File: config.mk
export PLATFORM = sky130hd
export DESIGN_NAME = deserializer_flat
export DESIGN_NICKNAME = d
export VERILOG_FILES = /design/src/rtl/video_pkg.sv /design/src/rtl/deserializer_if.sv /design/src/rtl/token_match.sv /design/src/rtl/deserializer.sv /design/src/flat_wrapper.sv
export SDC_FILE = /design/constraint.sdc
export NUM_CORES = 1
export LEC_CHECK = 0
export CORE_MARGIN = 5
export CORE_UTILIZATION = 55
export CTS_CLUSTER_DIAMETER = 60
export DETAILED_ROUTE_END_ITERATION = 10
export MAX_ROUTING_LAYER = met4
export PLACE_DENSITY = 0.79
export SYNTH_ARGS = -nofsm -noshare
export SYNTH_HDL_FRONTEND = slang
export SYNTH_HIERARCHICAL = 1
export SYNTH_SLANG_ARGS = --single-unit
File: constraint.sdc
create_clock -name clk -period 4.7 [get_ports clk]
set_input_delay 0.94 -clock clk [delete_from_list [all_inputs] [get_ports clk]]
set_output_delay 0.94 -clock clk [all_outputs]
set_load 0.01 [all_outputs]
File: src/rtl/video_pkg.sv
`default_nettype none
// ============================================================================
//  Module      : video_pkg
//  Description : Shared constants and types for the 10-bit word deserializer.
//                Holds the four control tokens, the word width and the
//                alignment state encoding.
//  Revision    : 1.0 - initial release
// ============================================================================
package video_pkg;

    localparam int WORD_W = 10;

    // Control tokens, bit 9 leftmost; bit 0 is the first bit on the wire.
    localparam logic [WORD_W-1:0] TOK_00 = 10'b1101010100;
    localparam logic [WORD_W-1:0] TOK_01 = 10'b0010101011;
    localparam logic [WORD_W-1:0] TOK_10 = 10'b0101010100;
    localparam logic [WORD_W-1:0] TOK_11 = 10'b1010101011;

    // Last value of the bit-position counter inside a word.
    localparam logic [3:0] PHASE_LAST = 4'd9;

    typedef enum logic [1:0] {
        SEARCH = 2'd0,
        CHECK  = 2'd1,
        LOCKED = 2'd2
    } state_t;

endpackage
`default_nettype wire

File: src/rtl/deserializer_if.sv
`default_nettype none
// ============================================================================
//  Module      : deserializer_if
//  Description : Serial input and recovered-word outputs of the deserializer.
//                master = deserializer side, slave = stream source / consumer.
//  Revision    : 1.0 - initial release
// ============================================================================
interface deserializer_if;
    import video_pkg::*;

    logic              serial_in;
    logic [WORD_W-1:0] data_out;
    logic              data_valid;
    logic              is_ctrl;
    logic [1:0]        ctrl;
    logic              locked;

    modport master (
        input  serial_in,
        output data_out,
        output data_valid,
        output is_ctrl,
        output ctrl,
        output locked
    );

    modport slave (
        output serial_in,
        input  data_out,
        input  data_valid,
        input  is_ctrl,
        input  ctrl,
        input  locked
    );

endinterface
`default_nettype wire

File: src/rtl/token_match.sv
`default_nettype none
// ============================================================================
//  Module      : token_match
//  Description : Purely combinational compare of a 10-bit word against the
//                four control tokens; reports a hit and the 2-bit token code.
//  Revision    : 1.0 - initial release
// ============================================================================
module token_match
    import video_pkg::*;
(
    input  logic [WORD_W-1:0] word,
    output logic              hit,
    output logic [1:0]        code
);

    // Decode the word into a token hit and its code (code is 0 on no hit).
    always_comb begin
        hit  = 1'b0;
        code = 2'b00;
        case (word)
            TOK_00: begin hit = 1'b1; code = 2'b00; end
            TOK_01: begin hit = 1'b1; code = 2'b01; end
            TOK_10: begin hit = 1'b1; code = 2'b10; end
            TOK_11: begin hit = 1'b1; code = 2'b11; end
            default: begin hit = 1'b0; code = 2'b00; end
        endcase
    end

endmodule
`default_nettype wire

File: src/rtl/deserializer.sv
`default_nettype none
// ============================================================================
//  Module      : deserializer
//  Description : Bit-rate deserializer for 10-bit words (LSB first). Finds word
//                alignment from control tokens, then strobes out one aligned
//                word every 10 clocks with token decode.
//                Optional macro DESER_RELOCK_EN: while locked, MISS_MAX
//                misaligned token hits drop back to the search state.
//  Revision    : 1.0 - initial release
// ============================================================================
module deserializer
    import video_pkg::*;
#(
    parameter int LOCK_CNT = 4,
    parameter int MISS_MAX = 3
) (
    input  wire logic        clk,
    input  wire logic        rst,
    deserializer_if.master   bus
);

    localparam int MATCH_W = $clog2(LOCK_CNT + 1);

    logic [WORD_W-1:0]  sr;
    logic [3:0]         phase;
    state_t             state;
    logic [MATCH_W-1:0] match_cnt;

    logic [WORD_W-1:0]  out_word;
    logic               out_valid;
    logic               out_is_ctrl;
    logic [1:0]         out_ctrl;
    logic               lock_flag;

    logic               hit;
    logic [1:0]         code;
    logic               aligned;

`ifdef DESER_RELOCK_EN
    localparam int MISS_W = $clog2(MISS_MAX + 1);
    logic [MISS_W-1:0]  miss_cnt;
`else
    // The miss threshold only matters when relock is built in.
    if (MISS_MAX < 1) begin : g_miss_max_unused
    end
`endif

    assign aligned = (phase == 4'd0);

    token_match u_token_match (
        .word (sr),
        .hit  (hit),
        .code (code)
    );

    // Shift each new bit in at the top so sr[0] holds the oldest bit.
    always_ff @(posedge clk) begin
        if (rst) begin
            sr <= '0;
        end else begin
            sr <= {bus.serial_in, sr[WORD_W-1:1]};
        end
    end

    // Alignment FSM with bit-phase counter and registered word outputs.
    always_ff @(posedge clk) begin
        if (rst) begin
            phase       <= 4'd0;
            state       <= SEARCH;
            match_cnt   <= '0;
            out_word    <= '0;
            out_valid   <= 1'b0;
            out_is_ctrl <= 1'b0;
            out_ctrl    <= 2'b00;
            lock_flag   <= 1'b0;
`ifdef DESER_RELOCK_EN
            miss_cnt    <= '0;
`endif
        end else begin
            out_valid <= 1'b0;
            phase     <= (phase == PHASE_LAST) ? 4'd0 : phase + 4'd1;

            case (state)
                SEARCH: begin
                    // A token anywhere defines the word boundary: this cycle
                    // becomes phase 0 so the next edge starts at phase 1.
                    if (hit) begin
                        phase     <= 4'd1;
                        match_cnt <= MATCH_W'(1);
                        state     <= CHECK;
                    end
                end

                CHECK: begin
                    if (aligned) begin
                        if (hit) begin
                            match_cnt <= match_cnt + 1'b1;
                            if (int'(match_cnt) + 1 >= LOCK_CNT) begin
                                state     <= LOCKED;
                                lock_flag <= 1'b1;
                            end
                        end else begin
                            match_cnt <= '0;
                            state     <= SEARCH;
                        end
                    end
                end

                LOCKED: begin
                    if (aligned) begin
                        out_word    <= sr;
                        out_valid   <= 1'b1;
                        out_is_ctrl <= hit;
                        out_ctrl    <= hit ? code : 2'b00;
`ifdef DESER_RELOCK_EN
                        if (hit) begin
                            miss_cnt <= '0;
                        end
                    end else if (hit) begin
                        // A token off the word boundary means the stream slipped.
                        if (int'(miss_cnt) + 1 >= MISS_MAX) begin
                            miss_cnt  <= '0;
                            match_cnt <= '0;
                            lock_flag <= 1'b0;
                            state     <= SEARCH;
                        end else begin
                            miss_cnt <= miss_cnt + 1'b1;
                        end
`endif
                    end
                end

                default: begin
                    state     <= SEARCH;
                    lock_flag <= 1'b0;
                end
            endcase
        end
    end

    assign bus.data_out   = out_word;
    assign bus.data_valid = out_valid;
    assign bus.is_ctrl    = out_is_ctrl;
    assign bus.ctrl       = out_ctrl;
    assign bus.locked     = lock_flag;

endmodule
`default_nettype wire

File: src/flat_wrapper.sv
// flat-port wrapper written by rule: the top's interface ports become plain ports
module deserializer_flat import video_pkg::*;
#(
    parameter int LOCK_CNT = 4,
    parameter int MISS_MAX = 3
)
  (clk, rst, bus_serial_in, bus_data_out, bus_data_valid, bus_is_ctrl, bus_ctrl, bus_locked);
  deserializer_if bus_i ();
  input  wire logic clk;
  input  wire logic rst;
  input wire logic [$bits(bus_i.serial_in)-1:0] bus_serial_in;
  output wire logic [$bits(bus_i.data_out)-1:0] bus_data_out;
  output wire logic [$bits(bus_i.data_valid)-1:0] bus_data_valid;
  output wire logic [$bits(bus_i.is_ctrl)-1:0] bus_is_ctrl;
  output wire logic [$bits(bus_i.ctrl)-1:0] bus_ctrl;
  output wire logic [$bits(bus_i.locked)-1:0] bus_locked;
  assign bus_i.serial_in = bus_serial_in;
  assign bus_data_out = bus_i.data_out;
  assign bus_data_valid = bus_i.data_valid;
  assign bus_is_ctrl = bus_i.is_ctrl;
  assign bus_ctrl = bus_i.ctrl;
  assign bus_locked = bus_i.locked;
  deserializer #(.LOCK_CNT(LOCK_CNT), .MISS_MAX(MISS_MAX)) u_core (.clk(clk), .rst(rst), .bus(bus_i));
endmodule
# == Yosys cells after proc, flatten, opt, wreduce, memory -nomap -nowiden ==
# Index checks and enable logic that the tools add are counted.
# classes
eq_ne,12
order_cmp,1
add_sub_neg,3
n_bitwise,2
mux,20
reduce_logical,10
# ops
op,n
$ge 32x4->1 const B,1
$eq 10x10->1 const B,2
$mux 4,3
$pmux 2 s3,2
$eq 10x8->1 const B,1
$eq 10x9->1 const B,1
$mux 2,5
$mux 3,3
$ne 2x1->1 const B,4
$reduce_and 4->1,2
$pmux 3 s2,1
$mux 1,5
$add 3x1->4 const B,1
$add 4x1->4 const B,1
$eq 4x4->1 const B,1
$logic_not 4->1,1
$reduce_or 2->1,2
$reduce_or 4->1,1
$add 3x1->3 const B,1
$ne 3x3->1 const B,1
$reduce_and 3->1,1
$eq 2x1->1 const B,1
$eq 2x2->1 const B,1
$logic_not 2->1,1
4 further kinds,5
# word_totals
output_inout_bits,15
wordCells,57
reg_bits,34
input_bits,3

# == Longest topological paths before layout ==
# logic_depth
depth_word,6
depth_mapped,8
mapped_depth_nobuf,7

# == Modules after synthesis ==
# Netlist, hierarchy kept.
# by_module_without_submodules
mod,cells_per_inst,seq_area_each_um2,area_each_um2,n_inst
deserializer,141,680.7,1268.7,1
token_match,9,0.0,121.4,1

# == Worst setup path after synthesis ==
# OpenSTA, ideal clock, no wires.
# synth_timing
path_kind,reg2reg
startpoint,register u_core.sr[3]
endpoint,register u_core.match_cnt[2]
path_buffers,1
period_less_slack_ns,1.670
t_arrival_ns,1.543
t_required_ns,4.573
setup_time_ns,0.127
path_stages_with_launch,8
path_slack_ns,3.030
path_cell_list,dfxtp_1 and4bb_2 a31o_1 clkbuf_2 inv_1 o21ai_1 a2111oi_2 nor3_2
# synth_via
elab_chain_len,6
word_cells_on_any_way,11
cone_classes,eq/ne: 5; mux: 4; reduce/logical: 2
# synth_rtl
element,line_no,text
from (decl),deserializer.sv:24,logic [WORD_W-1:0] sr;
from (signal assigned),deserializer.sv:61,"sr <= {bus.serial_in, sr[WORD_W-1:1]};"
"$eq 10x10->1, or another cell as far along",token_match.sv:20,case (word)
$reduce_or 4->1 (no source line) (*),--,
$mux 1 (*),token_match.sv:20,
net u_core.hit,deserializer.sv:35,logic hit;
$mux 3,deserializer.sv:96,if (hit) begin
$mux 3,deserializer.sv:95,if (aligned) begin
$pmux 3 s2,deserializer.sv:83,case (state)
to (signal assigned),deserializer.sv:97,match_cnt <= match_cnt + 1'b1;
to (decl),deserializer.sv:27,logic [MATCH_W-1:0] match_cnt;
# Mark *: on every way through the listed nets, which the timed path passes. The rest lies on a longest branch. The select of a mux whose other input is x is not followed.
# A chain may end at the register's enable or synchronous reset.

==> impl_metrics.tcl <==
set metrics [dict create \
    final_antenna_net_count 0 \
    max_freq_ghz 0.445 \
    totalWireLength_microns 2680 \
    die-area_sq_um 3630 \
    cts_setup_buffers 0 \
    path_clk_slew_ns 0.10 \
    seqCellArea_sq_um 681 \
    synth_most_common_cell "dfxtp_1" \
    synth_nets 154 \
    cts_tree "built" \
    dp_cells 190 \
    run_status "finished, final reports clean" \
    cp_max_fo 32 \
    syn-cell-area_sq_um 1390 \
    required_ns 4.93 \
    pwr_density_cell_nw_per_um2 358 \
    synth_top_area_share_pct 49.0 \
    yosysTopAreaCell "dfxtp_1" \
    final_cells 198 \
    period_share_pct 47.8 \
    cts_resized 0 \
    dpl.hpwl_microns 1940 \
    synth_warnings 6 \
    ys_ff_latch 34 \
    insertion_delay_ns 0.34 \
    dp_slack_ns 2.07 \
    final_hold_viol_count 0 \
    multiInputGateArea_sq_um 647 \
    fin_skew_ns 0.00626 \
    routedWlPerCell_microns 13.5 \
    ys_async_sr_fraction_pct 0 \
    routabilityCongestion 0.815 \
    yosysSeqAreaShare_pct 49.0 \
    yosys-top-cells-count "dfxtp_1, nand2_1, a21oi_1" \
    vdd_drop_max_mv 0.308 \
    period_needed_ns 2.25 \
    drc 0 \
    finalSetupViolations 0 \
    coreArea_sq_um 2450 \
    portBuffers 17 \
    synth_edf_count 0 \
    rows 18 \
    vias 1094 \
    netlist_top_cells_area "dfxtp_1, nand2_1, a21oi_1, nor2b_1, nor2_1" \
    grt_max_degree 33 \
    syn_avg_cell_area_sq_um 9.27 \
    p_int_mw 0.481 \
    gr-usage-all-layers_pct 17.1 \
    power.switching_mw 0.115 \
    p_seq_share_pct 49.8 \
    final_nets 171 \
    dpl_cell_area_sq_um 1550 \
    cts.sinks 34 \
    area_growth_pct 19.8 \
    startpoint_type "input pin" \
    first_global_vias 966 \
    cts_root_buffer "clkbuf_4" \
    leakagePower_nw 0.578 \
    htreeDepth 2 \
    die_h_microns 60.3 \
    drive_gt1_share_pct 11.3 \
    numCtsBuffers 5 \
    cts_hold_buf 0 \
    antenna_found_initial 0 \
    drtPass1Iterations 4 \
    ys.flop_type "dfxtp_1" \
    die_x_microns 60.3 \
    critical_path_arrival_ns 2.48 \
    clkPwrFrac_pct 46.6 \
    syn_inst 150 \
    setup_ws_ns 2.45 \
    viasPerCell 5.53 \
    endpoint_kind "flop" \
    fillCellCount 202 \
    antenna_cells 0 \
    final_max_slew_viol_count 0 \
    min_path_type "reg2reg" \
    ios 18 \
    setup_tns_ns 0 \
    cap_violations 0 \
    initial_core_util_pct 56.6 \
    postLayoutCoreUtil_pct 67.8 \
    combPwrFrac_pct 3.6 \
    clock_path_buffers 2 \
    power.share.switching_pct 19.2 \
    finalInstanceArea_sq_um 1670 \
    synth_cell_type_count 39 \
    slew_headroom_pct 27.2 \
    rsz0062_at_grt "false" \
    grt_pass1_wl_microns 4410 \
    worst_pin_slew_ns 1.09 \
    drt-initial-drc-count 30 \
    critical_path_class "in2reg" \
    overflow 0 \
]
[layout make-up]
class	count	area share (%)
Clock buffer	6	3.08
Tap cell	30	2.25
Clock inverter	2	3.61
Multi-Input combinational cell	104	38.8
Sequential cell	34	40.9
Inverter	5	1.13
Timing Repair Buffer	17	10.2
[worst max-delay path: stages]
cell             delay [ns]
clkdlybuf4s50_1        1.19
o21bai_1               0.27
nor2_1                 0.08
[per-stage QoR]
step                power (mW)  hold WS (ns)
finish                   0.596         0.463
global route             0.619         0.479
CTS                      0.600         0.463
detailed placement       0.325         0.448
global placement         0.323         0.442
floorplan                0.319         0.440
[routing by layer]
metal,routed length [microns],share of wire [%],global-route usage [%]
met1,1250,47,20.1
met2,1260,47,25.9
met3,125,4.7,7.34
met4,36,1.3,6.33
met5,0,0,-
[state kept, by name, indices dropped and copies added (netlist names)]
register	count
u_core/bus.is_ctrl	1
u_core/phase	4
u_core/sr	10
u_core/bus.data_valid	1
u_core/state	2
u_core/bus.locked	1
u_core/bus.data_out	10
u_core/bus.ctrl	2
u_core/match_cnt	3
[cells by family (layout without fill, tap and decap cells)]
family	after synthesis	after routing	synth area share, %
and+or+nand+nor	67	67	28.4
AOI/OAI and AO/OA	34	34	15.8
DFF	34	34	49.0
buffers and inverters	12	30	4.50
adders and majority gates	1	1	0.900
xor gates and xnor gates	1	1	0.630
muxes	1	1	0.810
[cells in the final DEF, fill, tap and decap left out, types with 2 or more instances in the layout]
master	Yosys	layout
o21ai_1	2	2
o21ai_0	4	4
dfxtp_1	34	34
clkdlybuf4s50_1	0	17
nor2b_1	11	11
a211oi_1	2	2
a31oi_1	3	3
nand2_1	30	30
a21oi_1	15	15
nand3_1	3	3
inv_1	5	5
nor2_1	9	9
bufinv_16	0	2
clkbuf_4	0	5
nand2b_1	3	3
[power by group through the flow]
stage	clock network, mW	logic (mW)	registers, mW
final	0.278	0.0214	0.297
after global routing	0.298	0.0234	0.297
after CTS	0.282	0.0215	0.297
after detailed placement	0	0.0214	0.303
after global placement	0	0.0206	0.303
after floorplan	0	0.0172	0.302
[path summary, 6_finish.rpt]
check	from	end	slack [ns]	depth (start not counted)
hold reg to reg	u_core/bus.data_out[3]$_SDFFE_PP0P_	u_core/bus.data_out[3]$_SDFFE_PP0P_	0.46	2
hold / removal	u_core/bus.data_out[3]$_SDFFE_PP0P_	u_core/bus.data_out[3]$_SDFFE_PP0P_	0.46	2
setup reg to reg	u_core/sr[7]$_SDFF_PP0_	u_core/match_cnt[2]$_SDFFE_PP0P_	2.88	7
setup / recovery	rst	u_core/phase[3]$_SDFF_PP0_	2.45	3
Power figures use the tool's default switching activity.
